$ cat config.mk
export PLATFORM = sky130hd
export DESIGN_NAME = layer_mixer
export DESIGN_NICKNAME = d
export VERILOG_FILES = /design/src/rtl/layer_mixer.sv
export SDC_FILE = /design/constraint.sdc
export NUM_CORES = 1
export LEC_CHECK = 0
export ABC_AREA = 1
export CAP_MARGIN = 30
export CORE_AREA = 2 2 189 191
export CTS_BUF_LIST = sky130_fd_sc_hd__clkbuf_8
export DETAILED_ROUTE_END_ITERATION = 7
export DIE_AREA = 0 0 191 193
export GPL_TIMING_DRIVEN = 0
export PLACE_DENSITY = 0.72
export SYNTH_ARGS = -nofsm -noshare
export SYNTH_HDL_FRONTEND = slang
export SYNTH_SLANG_ARGS = --single-unit
$ cat constraint.sdc
create_clock -name i_clk -period 5.4 [get_ports i_clk]
set_clock_uncertainty 0.1 [all_clocks]
set_input_delay 0.54 -clock i_clk [delete_from_list [all_inputs] [get_ports i_clk]]
set_output_delay 0.54 -clock i_clk [all_outputs]
set_load 0.03 [all_outputs]
$ cat src/rtl/layer_mixer.sv
// Two-stage priority compositor with one-level ghost blending
// and a per-frame collision latch between two layer groups.
module layer_mixer #(
    parameter int NUM_LAYERS = 16,
    parameter int COLOR_W = 8,
    parameter logic [NUM_LAYERS-1:0] COLL_MASK_A = 16'h0001,
    parameter logic [NUM_LAYERS-1:0] COLL_MASK_B = 16'h0800
) (
    input  logic                            i_clk,
    input  logic                            i_rst_n,
    input  logic                            i_valid,
    input  logic                            i_v_sync,
    input  logic [NUM_LAYERS-1:0]           i_layer_hit,
    input  logic [NUM_LAYERS-1:0]           i_layer_en,
    input  logic [NUM_LAYERS-1:0]           i_layer_ghost,
    input  logic [NUM_LAYERS*3*COLOR_W-1:0] i_layer_rgb,
    input  logic [3*COLOR_W-1:0]            i_bg_rgb,
    output logic                            o_valid,
    output logic [COLOR_W-1:0]              o_red,
    output logic [COLOR_W-1:0]              o_green,
    output logic [COLOR_W-1:0]              o_blue,
    output logic [$clog2(NUM_LAYERS)-1:0]   o_top_layer,
    output logic                            o_top_is_layer,
    output logic                            o_frame_strobe,
    output logic                            o_collision
);

    localparam int IDX_W = $clog2(NUM_LAYERS);
    localparam int RGB_W = 3 * COLOR_W;

    logic [NUM_LAYERS-1:0] eh;
    logic                  top_found;
    logic                  below_found;
    logic [IDX_W-1:0]      top_idx;
    logic [RGB_W-1:0]      top_rgb;
    logic [RGB_W-1:0]      below_rgb;
    logic                  coll_now;

    // Single scan picks the first and second effective hits.
    always_comb begin
        eh = i_layer_hit & i_layer_en;
        top_found = 1'b0;
        below_found = 1'b0;
        top_idx = '0;
        top_rgb = i_bg_rgb;
        below_rgb = i_bg_rgb;
        for (int k = 0; k < NUM_LAYERS; k++) begin
            if (eh[k]) begin
                if (!top_found) begin
                    top_found = 1'b1;
                    top_idx = IDX_W'(k);
                    top_rgb = i_layer_rgb[k*RGB_W +: RGB_W];
                end else if (!below_found) begin
                    below_found = 1'b1;
                    below_rgb = i_layer_rgb[k*RGB_W +: RGB_W];
                end
            end
        end
    end

    assign coll_now = i_valid
                    & (|(eh & COLL_MASK_A))
                    & (|(eh & COLL_MASK_B));

    logic [NUM_LAYERS-1:0] s1_eh;
    logic [NUM_LAYERS-1:0] s1_ghost;
    logic [RGB_W-1:0]      s1_top_rgb;
    logic [RGB_W-1:0]      s1_below_rgb;
    logic [IDX_W-1:0]      s1_top;
    logic                  s1_valid;

    always_ff @(posedge i_clk) begin
        if (!i_rst_n) begin
            s1_eh <= '0;
            s1_ghost <= '0;
            s1_top_rgb <= '0;
            s1_below_rgb <= '0;
            s1_top <= '0;
            s1_valid <= 1'b0;
        end else begin
            s1_eh <= eh;
            s1_ghost <= i_layer_ghost;
            s1_top_rgb <= top_rgb;
            s1_below_rgb <= below_rgb;
            s1_top <= top_idx;
            s1_valid <= i_valid;
        end
    end

    logic                 s1_is_layer;
    logic                 top_ghost;
    logic [COLOR_W:0]     ch_sum [3];
    logic [RGB_W-1:0]     blend_rgb;
    logic [RGB_W-1:0]     mix_rgb;

    assign s1_is_layer = |s1_eh;
    assign top_ghost = s1_is_layer & s1_ghost[s1_top];

    // Sum carries one extra bit so the halving never overflows.
    always_comb begin
        for (int c = 0; c < 3; c++) begin
            ch_sum[c] = {1'b0, s1_top_rgb[c*COLOR_W +: COLOR_W]}
                      + {1'b0, s1_below_rgb[c*COLOR_W +: COLOR_W]};
            blend_rgb[c*COLOR_W +: COLOR_W] = ch_sum[c][COLOR_W:1];
        end
    end

    assign mix_rgb = top_ghost ? blend_rgb : s1_top_rgb;

    always_ff @(posedge i_clk) begin
        if (!i_rst_n) begin
            o_valid <= 1'b0;
            o_red <= '0;
            o_green <= '0;
            o_blue <= '0;
            o_top_layer <= '0;
            o_top_is_layer <= 1'b0;
        end else begin
            o_valid <= s1_valid;
            o_red <= mix_rgb[RGB_W-1 -: COLOR_W];
            o_green <= mix_rgb[2*COLOR_W-1 -: COLOR_W];
            o_blue <= mix_rgb[COLOR_W-1:0];
            o_top_layer <= s1_is_layer ? s1_top : '0;
            o_top_is_layer <= s1_is_layer;
        end
    end

    logic vs_prev;
    logic vs_armed;
    logic coll_acc;
    logic frame_edge;

    // Arming needs a low sample, so a level held high across reset is ignored.
    assign frame_edge = i_v_sync & ~vs_prev & vs_armed;

    always_ff @(posedge i_clk) begin
        if (!i_rst_n) begin
            vs_prev <= 1'b0;
            vs_armed <= 1'b0;
            coll_acc <= 1'b0;
            o_frame_strobe <= 1'b0;
            o_collision <= 1'b0;
        end else begin
            vs_prev <= i_v_sync;
            vs_armed <= vs_armed | ~i_v_sync;
            o_frame_strobe <= frame_edge;
            if (frame_edge) begin
                o_collision <= coll_acc | coll_now;
                coll_acc <= 1'b0;
            end else if (coll_now) begin
                coll_acc <= 1'b1;
            end
        end
    end

endmodule

# ---- Yosys cells after proc, flatten, opt, wreduce, memory -nomap -nowiden
# Index checks and enable logic that the tools add are counted.
dict set report classes {
  add_sub_neg 3
  magnitude_cmp 1
  muxes 151
  bitwise 11
  n_reduce_logical 3
}
# operator count
set op_table {}
lappend op_table {{$mux W24} 76}
lappend op_table {{$mux W4} 28}
lappend op_table {{$mux W1} 46}
lappend op_table {{$add A8 B8 Y9} 3}
lappend op_table {{$and A16 B16 Y16} 1}
lappend op_table {{$reduce_or A16 Y1} 1}
lappend op_table {{$and A1 B1 Y1} 5}
lappend op_table {{$lt A4 B5 Y1 const B} 1}
lappend op_table {{$bmux W1 S4} 1}
lappend op_table {{$not A1 Y1} 3}
lappend op_table {{$or A1 B1 Y1} 2}
lappend op_table {{$reduce_and A2 Y1} 1}
lappend op_table {{$reduce_or A2 Y1} 1}
dict set report word_totals {
  register_bits 120
  elab_cells 186
}

# ---- Longest topological paths before layout
dict set report logic_depth {
  ltp_word 46
  mapped_depth 22
  depth_no_buf 22
}

# ---- Least setup slack after synthesis
# No wires, ideal clock.
dict set report synth_path {
  path_type {input-to-reg}
  from {input port i_layer_hit[5]}
  to {register s1_below_rgb[0]}
  setup_ps 119
  arrival_ps 2359
  slack_ps 2821
  stages 19
  path_cell_list {nand2_1 > inv_1 > nor3_4 > nand3_2 > nor2_4 > nand2_4 > nor2_4 > nand2_2 > nand2_2 > nand2_2 > nor2_4 > buf_6 > nand2_2 > buf_6 > buf_6 > o21ai_1 > inv_1 > nand2_1 > a21oi_1}
}
dict set report synth_between {
  elab_chain_cells 32
  word_cells_on_any_way 61
}
# element line
set synth_rtl {}
lappend synth_rtl {{start: declaration} 13} ;# input logic [NUM_LAYERS-1:0] i_layer_hit,
lappend synth_rtl {{$and A16 B16 Y16 (*)} 41} ;# eh = i_layer_hit & i_layer_en;
lappend synth_rtl {{$mux W24 or $mux W1 (tied branches)} 48} ;# if (eh[k]) begin
lappend synth_rtl {{$mux W24} 53} ;# end else if (!below_found) begin
lappend synth_rtl {{$mux W24} 49} ;# if (!top_found) begin
lappend synth_rtl {{$mux W24} 48}
lappend synth_rtl {{$mux W24} 53}
lappend synth_rtl {{$mux W24} 49}
lappend synth_rtl {{$mux W24} 48}
lappend synth_rtl {{[16 not listed]} n/a}
lappend synth_rtl {{$mux W24} 49}
lappend synth_rtl {{$mux W24} 48}
lappend synth_rtl {{$mux W24} 53}
lappend synth_rtl {{$mux W24} 49}
lappend synth_rtl {{$mux W24} 48}
lappend synth_rtl {{$mux W24} 53}
lappend synth_rtl {{$mux W24} 49}
lappend synth_rtl {{$mux W24 (*)} 48}
lappend synth_rtl {{end signal: assignment} 84} ;# s1_below_rgb <= below_rgb;
lappend synth_rtl {{end: declaration} 68} ;# logic [RGB_W-1:0] s1_below_rgb;
# Mark *: on every way between the ends. The rest lies on a longest branch, timed or not.
# A chain may end at the register's enable or synchronous reset.

# ---- Worst setup path in the final report
dict set report layout_path {
  from {input port i_layer_hit[0]}
  to {register s1_top_rgb[10]}
}
dict set report layout_between {
  elab_chain_cells 32
  word_cells_on_any_way 47
}
# element line
set layout_rtl {}
lappend layout_rtl {{$and A16 B16 Y16 (*)} 41}
lappend layout_rtl {{$mux W24 or $mux W1 (tied branches)} 48}
lappend layout_rtl {{$mux W24} 49}
lappend layout_rtl {{$mux W24} 48}
lappend layout_rtl {{$mux W24} 49}
lappend layout_rtl {{$mux W24} 48}
lappend layout_rtl {{$mux W24} 49}
lappend layout_rtl {{$mux W24} 48}
lappend layout_rtl {{[16 not listed]} n/a}
lappend layout_rtl {{$mux W24} 49}
lappend layout_rtl {{$mux W24} 48}
lappend layout_rtl {{$mux W24} 49}
lappend layout_rtl {{$mux W24} 48}
lappend layout_rtl {{$mux W24} 49}
lappend layout_rtl {{$mux W24} 48}
lappend layout_rtl {{$mux W24} 49}
lappend layout_rtl {{$mux W24 (*)} 48}
lappend layout_rtl {{end signal: assignment} 83} ;# s1_top_rgb <= top_rgb;
lappend layout_rtl {{end: declaration} 67} ;# logic [RGB_W-1:0] s1_top_rgb;
# Marks and branches as above.

==> results.toml <==
[timing]
rsz0062_at_grt = "false"
report.final.hold_viol_count = 0
fin_crit_sh_pct = 71.1
slew_headroom_pct = 47.3
clock.fmax_mhz = 261
drv_slew = 0
fin_setup_tns_ns = 0
holdWs_ns = 0.331
final.min_clock_period_ns = 3.84
max_slew.worst_pin.slew_ns = 0.790
setup_viol = 0

[synthesis]
synth_fp_nets = 3136
syn_area_sq_mm = 0.0138
yosys-top-cells-area = "nand2_1, dfxtp_1, o21ai_0, inv_1, a21oi_1"
synth_edf_count = 0
synth_flop_cell = "dfxtp_1"
yosys_warnings = 0
synth_top_cell_area_share_pct = 22.3
ys_async_sr_fraction_pct = 0
seq_area_frac_synth_pct = 17.4
synth_largest_area_cell = "nand2_1"
syn_inst = 2652
synth_cell_types = 45
ys_ff_latch = 120
postSynthAreaPerCell_sq_um = 5.21

[route]
drc = 0
antenna_left = 0
routedWlPerCell_microns = 20.6
drt_wl_total_mm = 75.3
vias = 20088
drt_iter0_markers = 2465
viasPerCell = 5.49
first_pass_iters = 6

[cts]
post_cts_resized = 0
cts_htree_levels = 4
cts-root-buf = "clkbuf_8"
clock_sinks = 120
cts_buffers = 17
hold_buffers = 0
post_cts_buffers = 0
clockBufferDepth = 2
clk_pin_slew_ns = 0.09
clock_latency_ns = 0.46
cts_tree = "done"

[worst_setup_path]
cp_top_family = "simple AND/OR/NAND/NOR gates"
critPathLaunchType = "input pin"
criticalPathCategory = "input pin to flop"
critPathRequiredTime_ns = 5.63
worstReg2RegStart = "s1_top[0]$_SDFF_PN0_"
crit_buf_inv = 3
critPathMaxFanout = 10
end_kind = "flop"
reg2reg_slack_ns = 2.18
reg2reg_depth = 11
cp_data_arrival_time_ns = 4.07
cpMostUsedCell = "nand2_1"
slowest_delay_ns = 0.55
crit_chain = "clkdlybuf4s50_1, nand2_4, nand2_8, nor2_2, clkinv_1, clkbuf_1, nand4_1, o21ai_0, nand3_1, o211ai_1, nand2_1, nand3_1, nand2_1, nand2_1, nand2_1, nand2_1, nand2_1, nand2_1, a21oi_1"
r2r_end = "o_blue[5]$_SDFF_PN0_"
slowest_stage = "clkinv_1"

[global_routing]
grt_pass1_wl_mm = 110
grt_start_max_net_pins = 17
grt_overflow = 0
antenna_found_initial = 20
grt_pass1_vias = 18960
track_usage_pct = 39.9

[layout]
fin_nets = 3645
final_common_cell = "nand2_1"
fin_cells = 3658
final_cell_mix = "nand2_1, clkdlybuf4s50_1, inv_1"
drive_above_1_share_pct = 4.35
fillers = 3561
area_growth_pct = 42.9

[floorplanning]
fp.dieArea_sq_mm = 0.0369
row_count = 69
start_util_pct = 39.5
dieHeight_microns = 193
ioPinCount = 492
fp.coreArea_sq_mm = 0.0350
die_x_microns = 191

[placement]
dp.cells = 3603
dpl.hpwl_mm = 64.2
io_buffer_count = 490
globalplace.congestion = 1.02

[power]
clkPwrFrac_pct = 21.7
total_power_w = 0.00370
powerDensity_mw_per_mm2 = 187
ir_worst_vdd_mv = 0.163
p_sw_w = 0.00156
leakagePower_nw = 9.40
seqPwrFrac_pct = 28.0
comb_power_share_pct = 50.3
p_int_w = 0.00214
swShare_pct = 42.1

[worst_hold_path]
holdCritPathClass = "flop to flop"
min_to = "o_valid$_SDFF_PN0_"
min_from = "s1_valid$_SDFF_PN0_"
hold_depth = 2

[outcome]
outcome = "finished clean"

[flow_run]
cap_viol_max_count = 0
[area by class of cell]
type	count	area, sq um	area share (%)
inverter	461	1730	8.77
timing repair buffer	490	4900	24.9
antenna	23	57.6	0.292
multi-input combinational	1918	9030	45.7
tap	461	577	2.92
sequential	120	2400	12.2
clock inverter	14	138	0.697
buffer	153	648	3.28
clock buffer	18	248	1.26
[synth_stat cells, types with 8 or more instances]
cell,n
a21oi_1,220
buf_1,8
buf_2,31
clkbuf_1,105
dfxtp_1,120
ha_1,21
inv_1,451
inv_2,8
nand2_1,822
nand2_2,10
nand3_1,159
nand3b_1,17
nand4_1,16
nor2_1,148
nor2_2,9
nor3_1,14
o211ai_1,13
o21a_1,16
o21ai_0,343
o21ai_1,23
or2_2,22
xnor2_1,12
[worst min-delay path: stages, from the launching register on]
cell,delay [ns]
dfxtp_1,0.31
nand2_1,0.05
inv_1,0.03
[state kept, by name, indices dropped and copies added (netlist names)]
signal / count
o_top_is_layer: 1
o_collision: 1
s1_ghost: 16
s1_below_rgb: 24
vs_armed: 1
s1_valid: 1
vs_prev: 1
o_blue: 8
o_frame_strobe: 1
o_green: 8
o_valid: 1
o_top_layer: 4
coll_acc: 1
s1_top_rgb: 24
s1_eh: 16
s1_top: 4
o_red: 8
[layer usage]
metal  vias up  global-route usage [%]  wire, microns
li1       9369                       -              -
met1      9302                    54.0          31000
met2      1241                    63.9          33400
met3       176                    5.70           7890
met4         0                    16.4           3100
met5         -                       0              0
[per-stage QoR]
step | setup slack, ns | utilization, % | area, sq um
after floorplan | 2.82 | - | 13800
after detailed placement | 1.28 | 55.2 | 19300
after CTS | 1.79 | 56.3 | 19700
final | 1.56 | 56.4 | 19700
after global placement | 1.25 | 55.2 | 19300
after global routing | 1.49 | 56.4 | 19700
[kinds of logic (layout without fill, tap and decap cells)]
kind of cell    after synthesis  count (layout)  share of synthesized area (%)
compound gates              636             636                           24.0
xor+xnor                     18              18                           1.14
fa+ha+maj                    24              24                           2.34
buf+inv                     614            1136                           17.2
flops                       120             120                           17.4
other cells                   0              23                              0
simple gates               1240            1240                           37.9
[worst max-delay path by stage]
stage                              start                          to  slack [ns]  depth (start not counted)
final                     i_layer_hit[0]   s1_top_rgb[10]$_SDFF_PN0_        1.56                         19
after global routing       i_layer_en[0]   s1_top_rgb[10]$_SDFF_PN0_        1.49                         19
after floorplan           i_layer_hit[5]  s1_below_rgb[0]$_SDFF_PN0_        2.82                         19
after CTS                 i_layer_hit[0]   s1_top_rgb[10]$_SDFF_PN0_        1.79                         19
after detailed placement  i_layer_hit[0]   s1_top_rgb[10]$_SDFF_PN0_        1.28                         19
after global placement    i_layer_hit[0]   s1_top_rgb[10]$_SDFF_PN0_        1.25                         19
[power by group through the flow]
stage | registers (W) | logic [W] | clock network (W)
2_1_floorplan | 0.00112 | 0.000888 | 0
3_3_place_gp | 0.00105 | 0.00179 | 0
3_5_place_dp | 0.00106 | 0.00181 | 0
4_1_cts | 0.00103 | 0.00182 | 0.000814
5_1_grt | 0.00104 | 0.00202 | 0.000850
6_report | 0.00104 | 0.00186 | 0.000803
Note: power is estimated with default switching activity, not from simulation.
